## src/rtl/serial_router.sv

```systemverilog
// Serial word entry by two debounced-free push keys, routed by channel field into per-channel shift buffers.
// Latency: word visible on word_o/buf_o one cycle after DELIVER; rd_data/rd_valid one cycle after rd_en.
// Backpressure: none; a full channel drops its oldest entry and counts the loss in drop_cnt.
module serial_router #(
  parameter int CH_BITS = 2,
  parameter int PAY_W   = 2,
  parameter int DEPTH   = 6,
  parameter int ARM_CYC = 3,
  parameter int CNT_W   = 8
) (
  input  logic                                          clk,
  input  logic                                          rst_n,
  input  logic                                          start,
  input  logic                                          key0,
  input  logic                                          key1,
  input  logic                                          rd_en,
  input  logic [CH_BITS-1:0]                            rd_ch,
  output logic [PAY_W-1:0]                              rd_data,
  output logic                                          rd_valid,
  output logic [(2**CH_BITS)*DEPTH*(PAY_W+1)-1:0]       buf_o,
  output logic [CH_BITS+PAY_W-1:0]                      word_o,
  output logic                                          word_stb,
  output logic [CNT_W-1:0]                              drop_cnt,
  output logic [CNT_W-1:0]                              rx_cnt
);

  localparam int NCH = 2**CH_BITS;
  localparam int W   = CH_BITS + PAY_W;
  localparam int CW  = $clog2(DEPTH + 1);
  localparam int AW  = (ARM_CYC > 1) ? $clog2(ARM_CYC) : 1;
  localparam int BW  = $clog2(W + 1);

  typedef enum logic [1:0] {IDLE, ARM, COLLECT, DELIVER} state_t;

  state_t            state, state_nxt;
  logic [1:0]        k0_sync, k1_sync;
  logic              k0_prev, k1_prev;
  logic              k0_s, k1_s;
  logic              press0, press1, press_vld;
  logic [AW-1:0]     arm_cnt;
  logic              arm_done;
  logic [BW-1:0]     bit_cnt;
  logic [W-1:0]      sh;
  logic              deliver, shift_en;
  logic [CH_BITS-1:0] wr_ch;
  logic [PAY_W-1:0]  wr_pay;
  logic              pop_ok;
  logic              drop_inc;

  logic [PAY_W-1:0]  pay     [NCH][DEPTH];
  logic [PAY_W-1:0]  nxt_pay [NCH][DEPTH];
  logic [CW-1:0]     cnt     [NCH];
  logic [CW-1:0]     nxt_cnt [NCH];

  // A third flop per key holds the previous synchronised level for edge detection.
  always_ff @(posedge clk or negedge rst_n) begin
    if (!rst_n) begin
      k0_sync <= 2'b11;
      k1_sync <= 2'b11;
      k0_prev <= 1'b1;
      k1_prev <= 1'b1;
    end else begin
      k0_sync <= {k0_sync[0], key0};
      k1_sync <= {k1_sync[0], key1};
      k0_prev <= k0_sync[1];
      k1_prev <= k1_sync[1];
    end
  end

  assign k0_s      = k0_sync[1];
  assign k1_s      = k1_sync[1];
  assign press0    = k0_prev & ~k0_s & k1_s;
  assign press1    = k1_prev & ~k1_s & k0_s;
  assign press_vld = press0 | press1;
  assign arm_done  = (arm_cnt == AW'(ARM_CYC - 1));

  always_comb begin
    state_nxt = state;
    deliver   = 1'b0;
    shift_en  = 1'b0;
    case (state)
      IDLE: if (start) state_nxt = ARM;
      ARM: begin
        if (!start)        state_nxt = IDLE;
        else if (arm_done) state_nxt = COLLECT;
      end
      COLLECT: begin
        if (!start) begin
          state_nxt = IDLE;
        end else if (press_vld) begin
          shift_en = 1'b1;
          if (bit_cnt == BW'(W - 1)) state_nxt = DELIVER;
        end
      end
      DELIVER: begin
        deliver   = 1'b1;
        state_nxt = start ? ARM : IDLE;
      end
      default: state_nxt = IDLE;
    endcase
  end

  always_ff @(posedge clk or negedge rst_n) begin
    if (!rst_n) begin
      state    <= IDLE;
      arm_cnt  <= '0;
      bit_cnt  <= '0;
      sh       <= '0;
      word_o   <= '0;
      word_stb <= 1'b0;
      rx_cnt   <= '0;
      drop_cnt <= '0;
    end else begin
      state    <= state_nxt;
      arm_cnt  <= (state == ARM) ? arm_cnt + AW'(1) : '0;
      word_stb <= deliver;
      if (state == IDLE || state == ARM) begin
        sh      <= '0;
        bit_cnt <= '0;
      end else if (shift_en) begin
        sh      <= {sh[W-2:0], press1};
        bit_cnt <= bit_cnt + BW'(1);
      end
      if (deliver) word_o <= sh;
      if (deliver && rx_cnt != '1) rx_cnt <= rx_cnt + CNT_W'(1);
      if (drop_inc && drop_cnt != '1) drop_cnt <= drop_cnt + CNT_W'(1);
    end
  end

  assign wr_ch  = sh[W-1:PAY_W];
  assign wr_pay = sh[PAY_W-1:0];
  assign pop_ok = rd_en && (cnt[rd_ch] != '0);

  // Pop is applied before the write so a simultaneous pop frees room in a full channel.
  always_comb begin
    nxt_pay  = pay;
    nxt_cnt  = cnt;
    drop_inc = 1'b0;
    for (int c = 0; c < NCH; c++) begin
      if (pop_ok && rd_ch == CH_BITS'(c)) begin
        for (int e = 0; e < DEPTH - 1; e++) nxt_pay[c][e] = nxt_pay[c][e+1];
        nxt_pay[c][DEPTH-1] = '0;
        nxt_cnt[c] = nxt_cnt[c] - CW'(1);
      end
      if (deliver && wr_ch == CH_BITS'(c)) begin
        if (nxt_cnt[c] == CW'(DEPTH)) begin
          for (int e = 0; e < DEPTH - 1; e++) nxt_pay[c][e] = nxt_pay[c][e+1];
          nxt_pay[c][DEPTH-1] = wr_pay;
          drop_inc = 1'b1;
        end else begin
          for (int e = 0; e < DEPTH; e++) begin
            if (CW'(e) == nxt_cnt[c]) nxt_pay[c][e] = wr_pay;
          end
          nxt_cnt[c] = nxt_cnt[c] + CW'(1);
        end
      end
    end
  end

  always_ff @(posedge clk or negedge rst_n) begin
    if (!rst_n) begin
      for (int c = 0; c < NCH; c++) begin
        cnt[c] <= '0;
        for (int e = 0; e < DEPTH; e++) pay[c][e] <= '0;
      end
      rd_data  <= '0;
      rd_valid <= 1'b0;
    end else begin
      pay      <= nxt_pay;
      cnt      <= nxt_cnt;
      rd_valid <= pop_ok;
      if (pop_ok) rd_data <= pay[rd_ch][0];
    end
  end

  for (genvar c = 0; c < NCH; c++) begin : g_ch
    for (genvar e = 0; e < DEPTH; e++) begin : g_ent
      assign buf_o[(c*DEPTH+e)*(PAY_W+1) +: PAY_W+1] = {pay[c][e], (CW'(e) < cnt[c])};
    end
  end

endmodule

```

## config.mk

```make
export PLATFORM = sky130hd
export DESIGN_NAME = serial_router
export DESIGN_NICKNAME = d
export VERILOG_FILES = /design/src/rtl/serial_router.sv
export SDC_FILE = /design/constraint.sdc
export NUM_CORES = 1
export LEC_CHECK = 0
export ABC_AREA = 0
export BUFFER_PORTS_ARGS = -buffer_cell sky130_fd_sc_hd__buf_4
export CORE_UTILIZATION = 30
export CTS_BUF_LIST = sky130_fd_sc_hd__clkbuf_8
export CTS_CLUSTER_SIZE = 20
export DETAILED_ROUTE_END_ITERATION = 16
export GPL_TIMING_DRIVEN = 0
export PLACE_DENSITY = 0.59
export RECOVER_POWER = 50
export SLEW_MARGIN = 40
export SYNTH_ARGS = -nofsm -noshare
export SYNTH_HDL_FRONTEND = slang
export SYNTH_SLANG_ARGS = --single-unit
```

## constraint.sdc

```tcl
create_clock -name clk -period 5.95 [get_ports clk]
set_input_delay 0.8925 -clock clk [delete_from_list [all_inputs] [get_ports clk]]
set_output_delay 0.8925 -clock clk [all_outputs]
set_load 0.02 [all_outputs]
```

==> run summary, run 1 <==
For the highest ir drop seen on vdd, the log shows 0.112 mV. TritonCTS built the clock tree. Data arrives at the worst endpoint at 4.48 ns. In this run the worst path has a maximum fanout of 10. The run finished, with violations left. Summing the sequential cell areas from Yosys gives 40.8% of the chip area.

The count of vias placed by the detailed router was 5291. The maximum buffer depth of the clock tree is 2. Synthesis instantiated 69 different standard cells from the library. Derived from the worst setup path, the maximum achievable clock frequency is 0.238 GHz. Once the clock tree was built, the setup fixing pass inserted 0 buffers.

The most numerous cell type found on the critical path is buf_2. The count of unresolved DRC violations after routing came out at 0. The run gives 1130 uW as the total net switching power. The signed area change from the synthesized netlist to the final layout is 20.0%.

The tools report the detailed-routing iteration count for the pre-antenna-repair pass as 5. For this design, the sink count on the clock tree is 101. Gate count after technology mapping: 639. The die is 146 um wide. Worst-path cell with the longest stage delay: nor2_1. Setup violations remaining at the end of the flow were counted as 0. In this run the mean area of a mapped cell was 9.72 sq um. The total number of H-tree levels came out at 3. The critical path goes through buf_4 > buf_2 > and3b_1 > and2_1 > clkbuf_1 > buf_2 > xnor2_1 > ha_1 > inv_1 > nor2_1 > a222oi_1 > buf_2 > buf_1 > a21boi_2 > mux2_1. The floorplan step defined a die boundary enclosing 21300 sq um.

Dividing the detail-routed via count by the number of cells gives 5.14. The share of layout cells above drive strength 1 is 17.9%. The tools report the clock root buffer as clkbuf_8. Hold repair after CTS inserted 0 buffers.

The routed length per instance came out at 16.6 um. At the end of routability-driven placement, the weighted congestion stood at 0.873. Core outline area: 20300 sq um.

The HPWL after detailed placement is 12.4 mm. In this design, the largest share of critical-path delay is due to buffers and inverters. Counting flops and latches in the post-synthesis netlist gives 101. The startpoint kind of the worst setup timing path was an input port. Sorting the synthesized cells by area gives the leading types as dfrtp_1, mux2i_1, ha_1. Cell taking the most area after synthesis: dfrtp_1. The run gives 0 as the count of warnings emitted by yosys.

For the total of cells resized after clock tree synthesis, the log shows 0. Worst setup path category: input port to flip-flop. The net count of the finished layout is 796. The floorplan die height was 146 um. The count of nets left with antenna violations once routing finished came out at 0. On the final layout, the worst hold slack is 0.367 ns. The largest single stage delay on the critical path is 0.42 ns. The internal power consumption was 1530 uW; the final-report max-slew violation count was 35. The clock slew at the register clock pins of the worst setup and hold paths came out at 0.10 ns. The min-delay analysis places its worst path in the category flip-flop to flip-flop. The most used flip-flop cell after synthesis is dfrtp_1.

The area of combinational cells with multiple inputs was 3360 sq um. The number of antenna diodes is 0. For the clock latency on the worst-skew pair, the log shows 0.39 ns. The first global-routing pass estimated 27.8 mm of wire.

Setup repair after global routing left no endpoint under its margin. TritonCTS created 9 clock buffers. The routed design has 17.1 mm of wire. Counting every net in the synthesized netlist gives 680. The measured slew at the worst slew-check pin is 1.98 ns, and the post-synthesis async set-or-reset flop share is 100%. The synthesized design contains 0 enable-type register cells. Before CTS, the worst setup slack after placement is 1.40 ns. The first-iteration detailed-routing DRC count was 339. Total power for the finished layout comes to 2660 uW.

The sum of overflow across all layers after global routing came out at 0. The combinational share of power is 47.1%. For this design the top-level I/O count stands at 104. The number of global-route vias before repair is 5060. The run gives 0 as the number of hold-slack violations in the final timing report. The logs give 2134 for the number of fill cells and 2530 sq um for the register area. The logs give 30.6% for the starting utilization of the core area and -32.3% for the max-slew headroom at the worst pin. For the leakage power figure, the log shows 0.00348 uW. Data on the critical path is required at its endpoint by 6.23 ns.

Global routing consumed, over all layers together, 16.5% of the routing resources. After synthesis, the largest area contributor takes up 38.3% of total cell area. The checks that failed: max-capacitance violations, max-slew violations. For this design the ratio of total power to cell area is 357 nW/um^2. The post-layout worst setup margin is 1.75 ns. Summing every instance area after synthesis gives 6210 sq um. The routed design could run at a clock period as short as 4.20 ns. The count of port buffers added during placement was 102. STA classifies the critical path endpoint as a flip-flop. Clock skew on the completed layout was measured at 0.0112 ns. The total of max-cap violations is 1, and the maximum number of pins on one net before global-route repair is 102. The number of antenna violations at the first check in global routing was 0. The setup TNS after final layout was 0 ns; the sequential power share was 34.0%. The switching share of power was 42.4%; the count of buffering cells on the critical path with inverters included was 7. The logs give 18.9% for the clock network power share and 52 for the number of placement rows. The worst path uses 70.5% of the clock period.
-- area by class of cell --
| class | instances | share of cell area, % |
|---|---|---|
| buffer | 37 | 2.38 |
| clock buffer | 11 | 2.03 |
| clock inverter | 5 | 1.01 |
| inverter | 36 | 1.81 |
| multi-input combinational | 465 | 45.1 |
| sequential | 101 | 34.0 |
| tap | 270 | 4.53 |
| timing repair buffer | 105 | 9.10 |
-- flip-flops by register name, summed over array words and instances, names as in the netlist, 3 cells and up --
signal    count
sh            4
drop_cnt      8
buf_o        48
word_o        4
cnt          12
rx_cnt        8
bit_cnt       3
-- stage by stage --
| stage | cell area [sq um] | util [%] | cells |
|---|---|---|---|
| floorplan | 6210 | - | 639 |
| detailed placement | 7340 | 36.1 | 1013 |
| CTS | 7560 | 37.3 | 1029 |
| global placement | 7320 | 36.0 | 1011 |
| finish | 7450 | 36.7 | 1030 |
| global route | 7450 | 36.7 | 1030 |
-- layer usage --
| layer | vias to the layer above | global-route usage [%] | wire, um |
|---|---|---|---|
| met1 | 2548 | 22.5 | 7840 |
| met5 | - | 0 | 0 |
| met4 | 0 | 4.95 | 340 |
| li1 | 2530 | - | - |
| met3 | 25 | 4.01 | 1170 |
| met2 | 188 | 25.6 | 7770 |
-- cell usage after synthesis, drive strengths merged, types with 3 or more instances --
master / instances
dfrtp: 95
nand2: 63
nor2: 50
mux2i: 46
o21ai: 36
inv: 35
ha: 33
mux2: 25
a21oi: 24
clkbuf: 22
buf: 15
nand3: 14
o22ai: 14
and2: 11
o211ai: 11
xnor2: 10
a221o: 9
nand4: 9
xor2: 9
a21o: 7
nor3: 7
dfstp: 6
a21boi: 5
a32o: 5
a22o: 4
a32oi: 4
and3: 4
and4b: 4
nand2b: 4
nand3b: 4
o21bai: 4
a221oi: 3
mux4: 3
nor2b: 3
nor3b: 3
o221ai: 3
or3: 3
-- cell usage in the layout (no fill, tap or decap), types with 9 or more instances in the layout --
| cell type | netlist | layout |
|---|---|---|
| clkbuf_1 | 22 | 57 |
| o22ai_1 | 14 | 14 |
| nor2_1 | 49 | 49 |
| inv_1 | 35 | 37 |
| a21oi_1 | 24 | 24 |
| ha_1 | 33 | 33 |
| xnor2_1 | 10 | 10 |
| mux2i_1 | 46 | 45 |
| and2_1 | 10 | 10 |
| o211ai_1 | 11 | 11 |
| xor2_1 | 9 | 9 |
| nand2_1 | 63 | 63 |
| a221o_1 | 9 | 9 |
| buf_4 | 7 | 74 |
| nand3_1 | 14 | 14 |
| mux2_2 | 22 | 22 |
| clkbuf_8 | 0 | 11 |
| o21ai_0 | 36 | 36 |
| nand4_1 | 9 | 9 |
| dfrtp_1 | 95 | 95 |
-- power groups by stage --
stage	combinational, uW	sequential [uW]	clock [uW]
after detailed placement	1260	919	0
after CTS	1260	906	522
final	1250	904	503
after global placement	1250	921	0
after floorplan	787	946	0
after global routing	1370	923	548
-- logic make-up after synthesis --
kind of cell	synth area share (%)
AOI/OAI and AO/OA	16.2
xor gates and xnor gates	2.68
adders and majority gates	6.65
buffers and inverters	5.18
DFF	40.8
muxes	13.0
and+or+nand+nor	15.4
-- path summary, 6_finish.rpt --
check	start	endpoint	slack, ns	cells after the start
max	rd_ch[1]	drop_cnt[1]$_DFFE_PN0P_	1.75	15
max reg2reg	cnt[11]$_DFF_PN0_	drop_cnt[6]$_DFFE_PN0P_	1.85	14
min in group asynchronous	rst_n	buf_o[16]$_DFF_PN0_	1.05	1
min	k1_sync[0]$_DFF_PN1_	k1_sync[1]$_DFF_PN1_	0.37	0
min reg2reg	k1_sync[0]$_DFF_PN1_	k1_sync[1]$_DFF_PN1_	0.37	0
max in group asynchronous	rst_n	k1_prev$_DFF_PN1_	3.72	2
Power figures use the tool's default switching activity.
==> run 2: changes to the inputs <==
Settings changed: ABC_AREA 0 to 1, PLACE_DENSITY 0.59 to 0.61.
Clock period 5.95 ns to 3.4 ns, I/O delays scaled along.
==> run 2 against run 1 <==
  * The flow still finishes with violations (max-capacitance violations, max-slew violations)
  * Sequential share of layout area decreased by 0.29 points
  * Synthesized area up 0.87%
  * Combinational power increased by 150%
  * Worst hold slack got worse by 0.15 ns
  * Die area up 0.85%
  * Final area up 0.86%
  * Worst setup slack got worse by 1.5 ns
  * Clock power grew 60%
  * Utilization rose by 0.20 points
  * Via count increased by 5.5%
  * Sequential power increased by 110%
  * Clock skew up 0.00076 ns
  * Critical path type is now flip-flop to flip-flop
==> run summary, run 2 <==
The flow ran to the end, but the final reports show violations. The final reports fail on max-capacitance violations, max-slew violations. Timing would allow up to 0.321 GHz. The tools report the startpoint kind of the worst setup timing path as a flip-flop. The count of vias placed by the detailed router came out at 5584 (+5.5%). Total of max-cap violations: 1 (unchanged). In the finished design, the share of the clock period the worst path needs comes to 91.6%. The logs give 1203 (+17%) for the filler-free cell count of the finished design and 0.00374 uW (+7.5%) for the leakage power figure. By area the synthesized netlist is led by dfrtp_1, nand2_1, o21ai_0. Width of the die: 147 um (+0.42%).

The tools report the count of clock tree sinks as 101 (unchanged). The number of antenna diodes is 0 (unchanged). The tools report the global-route wire length before repair as 27.4 mm (-1.2%). Measured slew at the worst slew-check pin: 2.70 ns (+0.716 ns).

The arrival time of data at the critical path endpoint is 3.45 ns (-1.03 ns). The starting utilization of the core area is 30.8% (+0.17 points), and the clock network power share is 13.9% (-5.0 points). Setup repair after global routing left no endpoint under its margin. The internal power consumption was 3020 uW (+97%); the number of hold-slack violations in the final timing report was 0 (unchanged).

TritonCTS built the clock tree. Counting instances in the post-synthesis netlist gives the leading cell types as nand2_1, inv_1, o21ai_0. The setup-violating endpoint count in the final report came out at 0 (unchanged). The hold-fix buffer count after cts is 0 (unchanged). The maximum cell stage delay along the critical path came out at 0.45 ns (+0.03 ns). The power per cell area works out to 766 nW/um^2 (+110%). The number of synthesized register bits came out at 101 (unchanged).

The mean instance size in the synthesized netlist came out at 7.70 sq um (-21%). Gate count after technology mapping: 814 (+27%). The logs give 1186 (+17%) for the number of cells after detailed placement and -80.0% (-48 points) for the max-slew headroom at the worst pin.

Synthesized net count: 855 (+26%). Most common cell after layout, fill and taps aside: nand2_1. Yosys instantiated no cell more often than nand2_1. The placed standard-cell area is 7380 sq um (+0.55%). The signal on the critical path passes through nor2_1 > nand2_1 > nand2_1 > nand2_1 > inv_1 > nand2_4 > nand3_2 > clkbuf_2 > nand2_1 > o21ai_1 > ha_1 > inv_1 > nor2_2 > nand3_4 > nand2_4 > inv_2 > nand2_2 > nand3_1 > nand2_1. The critical path capture point type was a flip-flop. The run gives 102 (unchanged) as the maximum number of pins on one net before global-route repair. The count of port buffers added during placement came out at 102 (unchanged).

Number of antenna violations at the first check in global routing: 0 (unchanged). The logs give 0 (unchanged) for the buffer count from post-CTS setup fixing and 3.73 ns (-2.50 ns) for the data required time at the worst endpoint. The combinational share of power is 53.4% (+6.3 points), and the count of warnings emitted by yosys is 0 (unchanged).

The number of flip-flops under the largest register name is 48 (unchanged), and the clock latency on the worst-skew pair is 0.40 ns (about the same). The tools report the core outline area as 20400 sq um (+0.32%). In the layout the commonest cells are nand2_1, inv_1, dfrtp_1. Number of placement rows: 52 (unchanged). The cell family contributing the most delay on the critical path is simple AND/OR/NAND/NOR gates.

The total number of cells along the worst setup path was 19 (+4). The logs give 6270 sq um (+0.87%) for the area of the mapped netlist and 47 (+34%) for the final-report max-slew violation count. For the clock skew after layout, the log shows 0.0119 ns (+0.000762 ns). The tools report the number of distinct library cells after synthesis as 39 (-43%). The number of cells on the worst reg-to-reg path is 19 (+5). The sum of overflow across all layers after global routing came out at 0 (unchanged). The logs give 16.8 mm (-1.7%) for the total detailed-routing wirelength and 395 (+17%) for the first-iteration detailed-routing DRC count. Share of layout cells above drive strength 1: 17.5% (-0.42 points). The area share of the largest cell type after synthesis was 37.9% (-0.33 points); the global router's overall resource usage was 16.3% (-0.16 points).

The signed area change from the synthesized netlist to the final layout was 20.0% (about the same). Depth of the worst hold-timing path: 1 (+1). The register area share after synthesis was 40.5% (-0.35 points); the total of cells resized after clock tree synthesis was 0 (unchanged). The total number of H-tree levels is 3 (unchanged), and the count of buffering cells on the critical path with inverters included is 4 (-3). For the detailed placement HPWL, the log shows 12.3 mm (-0.48%). The switching share of power is 47.7% (+5.3 points), and the minimum period implied by the final worst setup slack is 3.11 ns.

Detailed-routing iteration count for the pre-antenna-repair pass: 5 (unchanged). The number of vias per cell is 4.64 (-9.6%). The global placer's final weighted congestion is 0.842 (-3.5%), and the post-synthesis async set-or-reset flop share is 100% (unchanged). The worst setup path category was flip-flop to flip-flop.

The cell area after layout is 7520 sq um (+0.86%), and the number of enable flip-flop cells after synthesis is 0 (unchanged). The maximum fanout along the worst path works out to 10 (unchanged). By instance count, the cell type seen most on the critical path is nand2_1.

Worst min-delay path class: input port to flip-flop. The clock slew at the register clock pins of the worst setup and hold paths came out at 0.11 ns (about the same). Sequential power share: 32.7% (-1.3 points). The logs give 21500 sq um (+0.85%) for the total die area and 5289 (+4.5%) for the number of global-route vias before repair. The tools report the count of antenna-violating nets left after detailed routing as 0 (unchanged). The synthesized design spends more area on one cell type than any other, namely dfrtp_1. Maximum buffer depth of the clock tree: 2 (unchanged). The tools report the count of boundary I/O pins as 104 (unchanged). The floorplan die height was 147 um (+0.42%); the highest ir drop seen on vdd was 0.296 mV (+160%). The logs give 969 (+22%) for the net count reported at finish and 0 (unchanged) for the count of unresolved DRC violations after routing.

For the number of CTS-inserted buffers, the log shows 9 (unchanged). The clock root buffer was clkbuf_8. The total net switching power was 2750 uW (+140%); the routed length per instance was 14.0 um (-16%).

The slowest stage of the critical path is the dfrtp_1 cell. Among all flip-flop cells after synthesis, the most frequent one is dfrtp_1.
-- run 2: cell families after synthesis --
family | after synthesis | synth area share (%)
AND/OR/NAND/NOR | 363 | 26.5
AO/OA/AOI/OAI | 154 | 14.0
buffers and inverters | 138 | 8.93
flip-flops | 101 | 40.5
adder cells (fa/ha/maj) | 33 | 6.59
XOR/XNOR | 25 | 3.49
-- run 2: final cells by class --
cell class              instances  area (sq um)
clock inverters                 7          75.1
repair buffers                103           669
fillers                      2221         12800
multi-input cells             575          3220
inverters                     118           445
clock buffers                   9           124
plain buffers                  20           115
flip-flops and latches        101          2530
well taps                     270           338
-- run 2: path summary, 6_finish.rpt --
kind                                      start  slack [ns]                       to
setup reg to reg               cnt[0]$_DFF_PN0_        0.29  drop_cnt[5]$_DFFE_PN0P_
hold reg to reg            k1_sync[0]$_DFF_PN1_        0.37     k1_sync[1]$_DFF_PN1_
hold / removal                             key0        0.22     k0_sync[0]$_DFF_PN1_
min in group asynchronous                 rst_n        0.96    rx_cnt[4]$_DFFE_PN0P_
max in group asynchronous                 rst_n        0.92       buf_o[5]$_DFF_PN0_
setup / recovery               cnt[0]$_DFF_PN0_        0.29  drop_cnt[5]$_DFFE_PN0P_
-- run 2: power by group through the flow --
stage          sequential, uW  clock, uW  combinational, uW
2_1_floorplan            2130          0               1780
3_3_place_gp             1910          0               3100
3_5_place_dp             1910          0               3140
4_1_cts                  1890        835               3150
5_1_grt                  1940        880               3440
6_report                 1880        804               3070
-- run 2: per-stage QoR --
stage | util [%] | setup WS (ns) | hold slack, ns | setup TNS [ns] | total power [uW]
3_3_place_gp | 36.2 | -0.0762 | 0.347 | -0.532 | 5020
2_1_floorplan | - | 0.625 | 0.214 | 0 | 3910
6_report | 36.9 | 0.287 | 0.219 | 0 | 5760
5_1_grt | 36.9 | 0.00110 | 0.192 | 0 | 6260
3_5_place_dp | 36.2 | -0.100 | 0.347 | -0.771 | 5050
4_1_cts | 37.2 | 0.0561 | 0.177 | 0 | 5880
-- run 2: routing by layer --
layer / routed length, um / part of all wire, % / up-vias / GRT usage (%)
met5: 0 / 0 / - / 0
met4: 240 / 1.4 / 0 / 4.74
met3: 1080 / 6.4 / 14 / 4.19
met2: 7630 / 45 / 136 / 25.6
met1: 7890 / 47 / 2596 / 22.0
li1: - / - / 2838 / -
-- run 2: worst register-to-register path: cells and delay by family, from the launching register on --
kind            cells  cell delay [ns]
fa+ha+maj           1             0.31
flops               1             0.45
buf+inv             4             0.47
compound gates      1             0.17
simple gates       13             1.64
